--- src/rtl/spi_cmd_pkg.sv ---
// Shared constants for the SPI command decoder.
//   OP_WR / OP_RD : header opcodes in data_rx[15:12]
//   STATUS_TAG    : upper byte of the idle status word on data_tx
//   state_t       : decoder FSM states
package spi_cmd_pkg;

  localparam logic [3:0] OP_WR      = 4'hA;
  localparam logic [3:0] OP_RD      = 4'h5;
  localparam logic [7:0] STATUS_TAG = 8'hA5;

  typedef enum logic [1:0] {
    IDLE    = 2'd0,
    WR_DATA = 2'd1,
    RD_RESP = 2'd2
  } state_t;

endpackage

--- src/rtl/sync_edge_det.sv ---
// Two-flop synchroniser with rising-edge detector for an asynchronous pin.
//   clk, rst : clock and synchronous active-high reset
//   din      : raw asynchronous input
//   dout     : synchronised level
//   rise     : one-cycle pulse on the first cycle dout is 1 after being 0
// All flops reset to RESET_VAL so no spurious edge follows reset.
module sync_edge_det #(
  parameter logic RESET_VAL = 1'b1
) (
  input  logic clk,
  input  logic rst,
  input  logic din,
  output logic dout,
  output logic rise
);

  logic meta;
  logic sync_q;
  logic prev_q;

  always_ff @(posedge clk) begin
    if (rst) begin
      meta   <= RESET_VAL;
      sync_q <= RESET_VAL;
      prev_q <= RESET_VAL;
    end else begin
      meta   <= din;
      sync_q <= meta;
      prev_q <= sync_q;
    end
  end

  assign dout = sync_q;
  assign rise = sync_q & ~prev_q;

endmodule

--- src/rtl/spi_cmd_decoder.sv ---
// SPI command decoder: turns header/data words received by an SPI slave into
// register writes and reads, with an inter-word timeout and error counter.
//   clk, rst    : clock and synchronous active-high reset
//   enable      : when low the FSM, timeout counter and outputs hold
//   cs          : raw active-low SPI chip select (asynchronous)
//   data_rx     : last word received by the SPI slave
//   reg_rd_data : combinational readback of register reg_addr
//   data_tx     : word presented to the slave for the next transaction
//   reg_addr    : register address; reg_wr_data / reg_wr_en : write port
//   frame_err   : one-cycle protocol-error pulse; err_count : saturating count
module spi_cmd_decoder
  import spi_cmd_pkg::*;
#(
  parameter int SPI_BITS = 16,
  parameter int TIMEOUT  = 1000
) (
  input  logic                clk,
  input  logic                rst,
  input  logic                enable,
  input  logic                cs,
  input  logic [SPI_BITS-1:0] data_rx,
  input  logic [SPI_BITS-1:0] reg_rd_data,
  output logic [SPI_BITS-1:0] data_tx,
  output logic [3:0]          reg_addr,
  output logic [SPI_BITS-1:0] reg_wr_data,
  output logic                reg_wr_en,
  output logic                frame_err,
  output logic [7:0]          err_count
);

  localparam logic [15:0] TMO_LIMIT = 16'(TIMEOUT);

  state_t              state;
  state_t              state_n;
  logic [15:0]         tmo_cnt;
  logic                cs_s;
  logic                word_strobe;
  logic [3:0]          opcode;
  logic                tmo_hit;
  logic                addr_load;
  logic                wr_set;
  logic                err_set;
  logic [SPI_BITS-1:0] data_tx_n;

  sync_edge_det #(.RESET_VAL(1'b1)) u_cs_sync (
    .clk  (clk),
    .rst  (rst),
    .din  (cs),
    .dout (cs_s),
    .rise (word_strobe)
  );

  assign opcode  = data_rx[15:12];
  assign tmo_hit = (tmo_cnt == TMO_LIMIT);

  // Strobe is checked before timeout so a word arriving on the timeout cycle wins.
  always_comb begin
    state_n   = state;
    addr_load = 1'b0;
    wr_set    = 1'b0;
    err_set   = 1'b0;
    if (enable) begin
      unique case (state)
        IDLE: begin
          if (word_strobe) begin
            if (opcode == OP_WR) begin
              addr_load = 1'b1;
              state_n   = WR_DATA;
            end else if (opcode == OP_RD) begin
              addr_load = 1'b1;
              state_n   = RD_RESP;
            end else begin
              err_set = 1'b1;
            end
          end
        end
        WR_DATA: begin
          if (word_strobe) begin
            wr_set  = 1'b1;
            state_n = IDLE;
          end else if (tmo_hit) begin
            err_set = 1'b1;
            state_n = IDLE;
          end
        end
        RD_RESP: begin
          if (word_strobe) begin
            state_n = IDLE;
          end else if (tmo_hit) begin
            err_set = 1'b1;
            state_n = IDLE;
          end
        end
        default: state_n = IDLE;
      endcase
    end
  end

  // data_tx only moves while chip select is deasserted so a shifting word is stable.
  always_comb begin
    data_tx_n = data_tx;
    if (enable && cs_s) begin
      if (state == RD_RESP) data_tx_n = reg_rd_data;
      else                  data_tx_n = {STATUS_TAG, err_count};
    end
  end

  always_ff @(posedge clk) begin
    if (rst) begin
      state       <= IDLE;
      tmo_cnt     <= '0;
      reg_addr    <= '0;
      reg_wr_data <= '0;
      reg_wr_en   <= 1'b0;
      frame_err   <= 1'b0;
      err_count   <= '0;
      data_tx     <= {STATUS_TAG, 8'h00};
    end else begin
      // Pulses self-clear even while disabled so they never stretch.
      reg_wr_en <= wr_set;
      frame_err <= err_set;
      data_tx   <= data_tx_n;
      if (enable) begin
        state <= state_n;
        if (state_n != state || state == IDLE) tmo_cnt <= '0;
        else                                   tmo_cnt <= tmo_cnt + 16'd1;
        if (addr_load) reg_addr    <= data_rx[11:8];
        if (wr_set)    reg_wr_data <= data_rx;
        if (err_set && err_count != 8'hFF) err_count <= err_count + 8'd1;
      end
    end
  end

endmodule

--- config.mk ---
export PLATFORM = sky130hd
export DESIGN_NAME = spi_cmd_decoder
export DESIGN_NICKNAME = d
export VERILOG_FILES = /design/src/rtl/spi_cmd_pkg.sv /design/src/rtl/sync_edge_det.sv /design/src/rtl/spi_cmd_decoder.sv
export SDC_FILE = /design/constraint.sdc
export NUM_CORES = 1
export LEC_CHECK = 0
export CAP_MARGIN = 20
export CORE_MARGIN = 10
export CORE_UTILIZATION = 48
export CTS_CLUSTER_DIAMETER = 200
export DETAILED_ROUTE_END_ITERATION = 16
export PLACE_DENSITY = 0.92
export RECOVER_POWER = 100
export SLEW_MARGIN = 20
export SYNTH_ARGS = -nofsm -noshare
export SYNTH_HDL_FRONTEND = slang
export SYNTH_SLANG_ARGS = --single-unit
--- constraint.sdc ---
create_clock -name clk -period 2.1 [get_ports clk]
set_input_delay 0.315 -clock clk [delete_from_list [all_inputs] [get_ports clk]]
set_output_delay 0.315 -clock clk [all_outputs]
set_load 0.02 [all_outputs]
======== Yosys cells after proc, flatten, opt, wreduce, memory -nomap -nowiden ========
Index checks and enable logic that the tools add are counted.
storage, ports and cells
  word-level logic and storage cells ...... 54
  register bits after elaboration ......... 67
operators by class
  equality and inequality tests ........... 7
  mux-type cells .......................... 24
  add/sub/neg operators ................... 2
  reduce and logical (&&, ||, !) cells .... 8
  bitwise operators ....................... 2
operator list
  cell                                                                     count
  16-bit two-way mux                                                       2
  16-bit by 1-bit adder with 16-bit output, second input constant          1
  16-bit by 10-bit equality test with 1-bit output, second input constant  1
  1-bit two-way mux                                                        14
  2-bit two-way mux                                                        6
  8-bit by 1-bit adder with 8-bit output, second input constant            1
  8-bit != test, second input constant                                     1
  2-bit AND reduction                                                      3
  4-bit by 3-bit equality test with 1-bit output, second input constant    1
  4-bit equality test, second input constant                               1
  2-bit one-hot mux with 2 select lines                                    1
  2-bit by 1-bit equality test with 1-bit output, second input constant    1
  2-bit equality test, second input constant                               1
  1-bit logical AND                                                        2
  2-bit zero test                                                          1
  2-bit != test                                                            1
  1-bit one-hot mux with 2 select lines                                    1
  2-bit OR reduction                                                       1
  1-bit AND                                                                1
  1-bit logical OR                                                         1
  1-bit inverter                                                           1

======== Depth between registers and ports, before layout ========
Gate-level depths: netlist of the first run.
  depth after elaboration ................. 9
  gate-level depth with buffers ........... 8
  gate-level depth less buffers ........... 7

======== Hierarchy ========
A second synthesis of the first run with hierarchy kept.
second synthesis, totals
  cell total of the unflattened synthesis .. 342
  area total of the unflattened synthesis .. 2967.8 um^2
modules (own cells, without submodules)
  module           cells an instance  instances  area each (um^2)
  spi_cmd_decoder  335                1          2882.8
  sync_edge_det    7                  1          85.1

======== Worst setup path before layout of the first run ========
Ideal clock, no wire load.
  kind .................................... flip-flop to flip-flop
  start ................................... register state[0]
  end ..................................... register err_count[5]
  data arrival time ....................... 1.723 ns
  cell stages (with the launch flop) ...... 7
  buffers on the path ..................... 1
  clock period less this slack ............ 1.844 ns
  slack ................................... 0.256 ns
  data required time ...................... 1.979 ns
  cells stage by stage .................... dfxtp_1 -> ha_1 -> nand2b_1 -> a41o_1 -> buf_2 -> nor4_1 -> mux2_2
between the ends
  word-level cells in the longest chain between the ends .. 6
RTL lines
  what                                                                                   RTL line                text
  from (decl)                                                                            spi_cmd_decoder.sv:33   state_t state;
  from (signal assigned)                                                                 spi_cmd_decoder.sv:124  state <= state_n;
  2-bit equality test or 2-bit by 1-bit equality test with 1-bit output (tied branches)  spi_cmd_decoder.sv:63   unique case (state)
  2-bit OR reduction (no line)                                                           -
  1-bit one-hot mux with 2 select lines (*)                                              spi_cmd_decoder.sv:63
  1-bit two-way mux (*)                                                                  spi_cmd_decoder.sv:62   if (enable) begin
  1-bit logical AND (*)                                                                  spi_cmd_decoder.sv:129  if (err_set && err_count != 8'hFF) err_count <= err_count + 8'd1;
  2-bit AND reduction (no line) (*)                                                      -
  to (signal assigned)                                                                   spi_cmd_decoder.sv:129
  to (decl)                                                                              spi_cmd_decoder.sv:28   output logic [7:0] err_count
Every way passes the cells marked *; elsewhere a longest branch is shown, timed or not.
A chain may end at the register's enable or synchronous reset.

======== Worst setup path after layout of the first run ========
  start ................................... register tmo_cnt[0]
  end ..................................... register err_count[5]
between the ends
  word-level cells in the longest chain between the ends .. 7
RTL lines
  what                                              RTL line                                      text
  from (decl)                                       spi_cmd_decoder.sv:35                         logic [15:0] tmo_cnt;
  from (signal assigned)                            spi_cmd_decoder.sv:126                        else tmo_cnt <= tmo_cnt + 16'd1;
  16-bit by 10-bit equality test with 1-bit output  spi_cmd_decoder.sv:54                         assign tmo_hit = (tmo_cnt == TMO_LIMIT);
  1-bit two-way mux                                 spi_cmd_decoder.sv:81, spi_cmd_decoder.sv:89
  1-bit two-way mux                                 spi_cmd_decoder.sv:87                         if (word_strobe) begin
  1-bit one-hot mux with 2 select lines             spi_cmd_decoder.sv:63
  1-bit two-way mux                                 spi_cmd_decoder.sv:62
  1-bit logical AND                                 spi_cmd_decoder.sv:129
  2-bit AND reduction (no line)                     -
Every way passes these cells.

==> metrics.md, run 1 <==
| Metric | Value |
|---|---|
| Mapped cell area | `2953 um^2` |
| Worst EP required | `between 2000 and 2500 ps` |
| WHS Endpoint | `u_cs_sync.dout` |
| Largest area contributor in the netlist | `dfxtp_1` |
| Arrival @ worst endpoint | `2180 ps` |
| Synth-to-layout area growth | `37.67%` |
| Critical path class | `flip-flop to flip-flop` |
| Largest net degree at the start of global routing | `25` |
| Area share of the largest cell type after synthesis | `45.42%` |
| Pleak | `1.563 nW` |
| CTS tree | `yes` |
| Routed Antenna Nets | `0` |
| Latest clock arrival within the worst-skew pair | `330 ps` |
| Die Ht | `98.43 um` |
| Initial Util | `between 40 and 50%` |
| H-tree levels | `3` |
| First-pass DRT Iterations | `4` |
| Worst Hold Path Cells | `1` |
| IO Pins | `82` |
| Syn_area_per_cell | `roughly 8.6 um^2` |
| Full die area | `9688 um^2` |
| Initial antenna violation count | `0` |
| Worst hold path type | `flip-flop to flip-flop` |
| Final Setup Violations | `0` |
| Cell variety after synth | `50` |
| Most numerous cell in the Yosys netlist | `dfxtp_1` |
| Fin crit share | `93.09%` |
| PortBufs | `81` |
| Max Slew Vio Count | `0` |
| Synthesized flop and latch total | `67` |
| Nets | `approximately 480` |
| Hpwl dp | `5.831 mm` |
| Ys Warns | `0` |
| Hold Fails Final Rpt | `0` |
| Synth Net Count | `385` |
| Total power | `~2.4 mW` |
| Routed WL per cell | `14.80 um` |
| Row count | `28` |
| Final cell count without fillers | `between 500 and 600` |
| Critical path fanouts, max | `13` |
| Seq/Total Area, Yosys | `a little under half` |
| Share of layout cells above drive strength 1 | `8.182%` |
| ANT cells | `0` |
| Clock Skews | `~8.5 ps` |
| RSZ-0062 raised after global routing | `false` |
| Reg2reg path depth | `7` |
| Post-synth EDFFs | `0` |
| Placer Congestion | `0.8120` |
| R2r setup slk | `150 ps` |
| Clk pin slew, worst setup/hold paths | `70 ps` |
| Switching pwr | `0.5361 mW` |
| GRT Total Usage | `around 15%` |
| Drc violations | `0` |
| Sink Count | `67` |
| Status | `completed` |
| Worst r2r src | `tmo_cnt[0]` |
| First-pass GRT wire length | `12.56 mm` |
| Slew headroom | `34.12%` |
| F_max | `0.5115 GHz` |
| Most instantiated cells after synthesis | `dfxtp_1 (67), nand2_1 (47), nor2_1 (41)` |
| Seq pwr share | `between 50 and 60%` |
| Internal | `about 1.9 mW` |
| Die W | `98.43 um` |
| Post-route setup TNS | `0 ps` |
| Setup crit end kind | `flip-flop` |
| Worst Tran Pin Value | `988.1 ps` |
| FFs w/ async S/R, synth | `0%` |
| Max-Cap Viols | `0` |
| Switching share of total power | `22.28%` |
| Num CTS Buffers | `9` |
| Drt first-iter violations | `152` |
| Reg2Reg Capture Point | `err_count[5]` |
| Clock network power share | `approximately 39%` |
| Vias in the first global route | `2658` |
| Pre-CTS setup slack | `-10.79 ps` |
| Peak supply drop | `approximately 460 uV` |
| Setup crit start kind | `flip-flop` |
| Mapped Cells | `342` |
| Comb pwr share | `7.6%` |
| WL final | `between 7 and 8 mm` |
| Placed Cells | `499` |
| DR vias | `2711` |
| Pwr per Cell Area | `591.8 nW/um^2` |
| Tmin final | `1955 ps` |
| Congestion Overflow GR | `0` |
| Area contributors post-synth | `dfxtp_1 (45%), nand2_1 (6.0%), nor2_1 (5.2%)` |
| Top_reg_cell synth | `dfxtp_1` |
| Core area | `5956 um^2` |
| Clk buf depth | `2` |
| HP Start | `u_cs_sync.meta` |
| Root buf cell | `clkbuf_8` |
| Drt via density | `5.264` |
| Setup ws final | `145.1 ps` |
-- cell families after synthesis --
logic type | Yosys count | synth area share, %
xor+xnor | 12 | 3.560
simple gates | 152 | 25.93
flops | 67 | 45.42
compound gates | 64 | 13.73
buf+inv | 27 | 3.941
fa+ha+maj | 7 | 2.966
mux | 13 | 4.449
-- registers in the layout, summed over array words and instances (netlist names) --
| register | cells |
|---|---|
| frame_err | 1 |
| state | 2 |
| u_cs_sync.meta | 1 |
| reg_addr | 4 |
| tmo_cnt | 16 |
| reg_wr_en | 1 |
| err_count | 8 |
| u_cs_sync.dout | 1 |
| u_cs_sync.prev_q | 1 |
| reg_wr_data | 16 |
| data_tx | 16 |
-- stage by stage --
step	cell area [um^2]	utilization [%]	hold slack (ps)
floorplan	2953	-	389.5
global placement	3913	65.69	397.5
detailed placement	3913	65.69	415.6
CTS	4085	68.59	424.7
global route	4065	68.26	437.5
finish	4065	68.26	427.0
-- cells in the final DEF, fill, tap and decap left out, types with 5 or more instances in the layout --
master           count
a211oi_1             9
a21oi_1             30
buf_4               13
clkbuf_1             9
clkbuf_8            11
clkdlybuf4s50_1     33
dfxtp_1             67
dlygate4sd3_1       47
ha_1                 7
inv_1                9
mux2i_1             12
nand2_1             47
nand3_1             13
nand4_1              7
nor2_1              41
nor3b_1              5
o21ai_0              8
o31ai_1              5
xor2_1               9
-- power by group through the flow --
stage / logic [mW] / clock network [mW] / registers, mW
final: 0.183 / 0.934 / 1.29
after detailed placement: 0.188 / 0 / 1.32
after global routing: 0.197 / 1.02 / 1.29
after CTS: 0.189 / 0.957 / 1.29
after global placement: 0.185 / 0 / 1.32
after floorplan: 0.0669 / 0 / 1.33
-- layer usage --
metal	wire length, um	global-route usage [%]	vias to the layer above
li1	-	-	1379
met1	3177	16.96	1242
met2	3615	25.32	76
met3	652	5.866	14
met4	175	7.607	0
met5	0	0	-
-- worst max-delay path, stage by stage, from the launching register on --
cell and delay [ps]:
dfxtp_1 370, inv_1 80, ha_1 140, and4bb_2 230
and4_4 250, a21boi_4 110, nor4_1 320, mux2_2 370
-- area by class of cell --
cell class / instances / area, um^2
tap: 75 / 93.84
clock buffer: 14 / 162.7
timing repair buffer: 100 / 925.9
clock inverter: 2 / 10.01
inverter: 9 / 33.78
fill: 470 / 1891
multi-input combinational: 248 / 1498
sequential: 67 / 1341
-- how the worst max path moves through the flow --
stage	to	from	slack, ps
after CTS	tmo_cnt[5]	tmo_cnt[0]	90
final	err_count[5]	tmo_cnt[0]	150
after global routing	err_count[1]	tmo_cnt[0]	40
after floorplan	err_count[5]	state[0]	260
after detailed placement	err_count[5]	data_rx[12]	-10
after global placement	err_count[5]	data_rx[12]	8
-- what timing repair did --
| action | CTS | global route |
|---|---|---|
| hold buffers | 0 | 0 |
| resized for setup | 0 | 1 |
| setup endpoints to repair | 0 | 1 |
| setup buffers | 0 | 0 |
Power figures use the tool's default switching activity.
==> run 2, diff against run 1 <==
- HOLD_SLACK_MARGIN: default -> 0.06
==> results of run 2 <==
The final DEF is identical to that of run 1; final timing and power are the same.
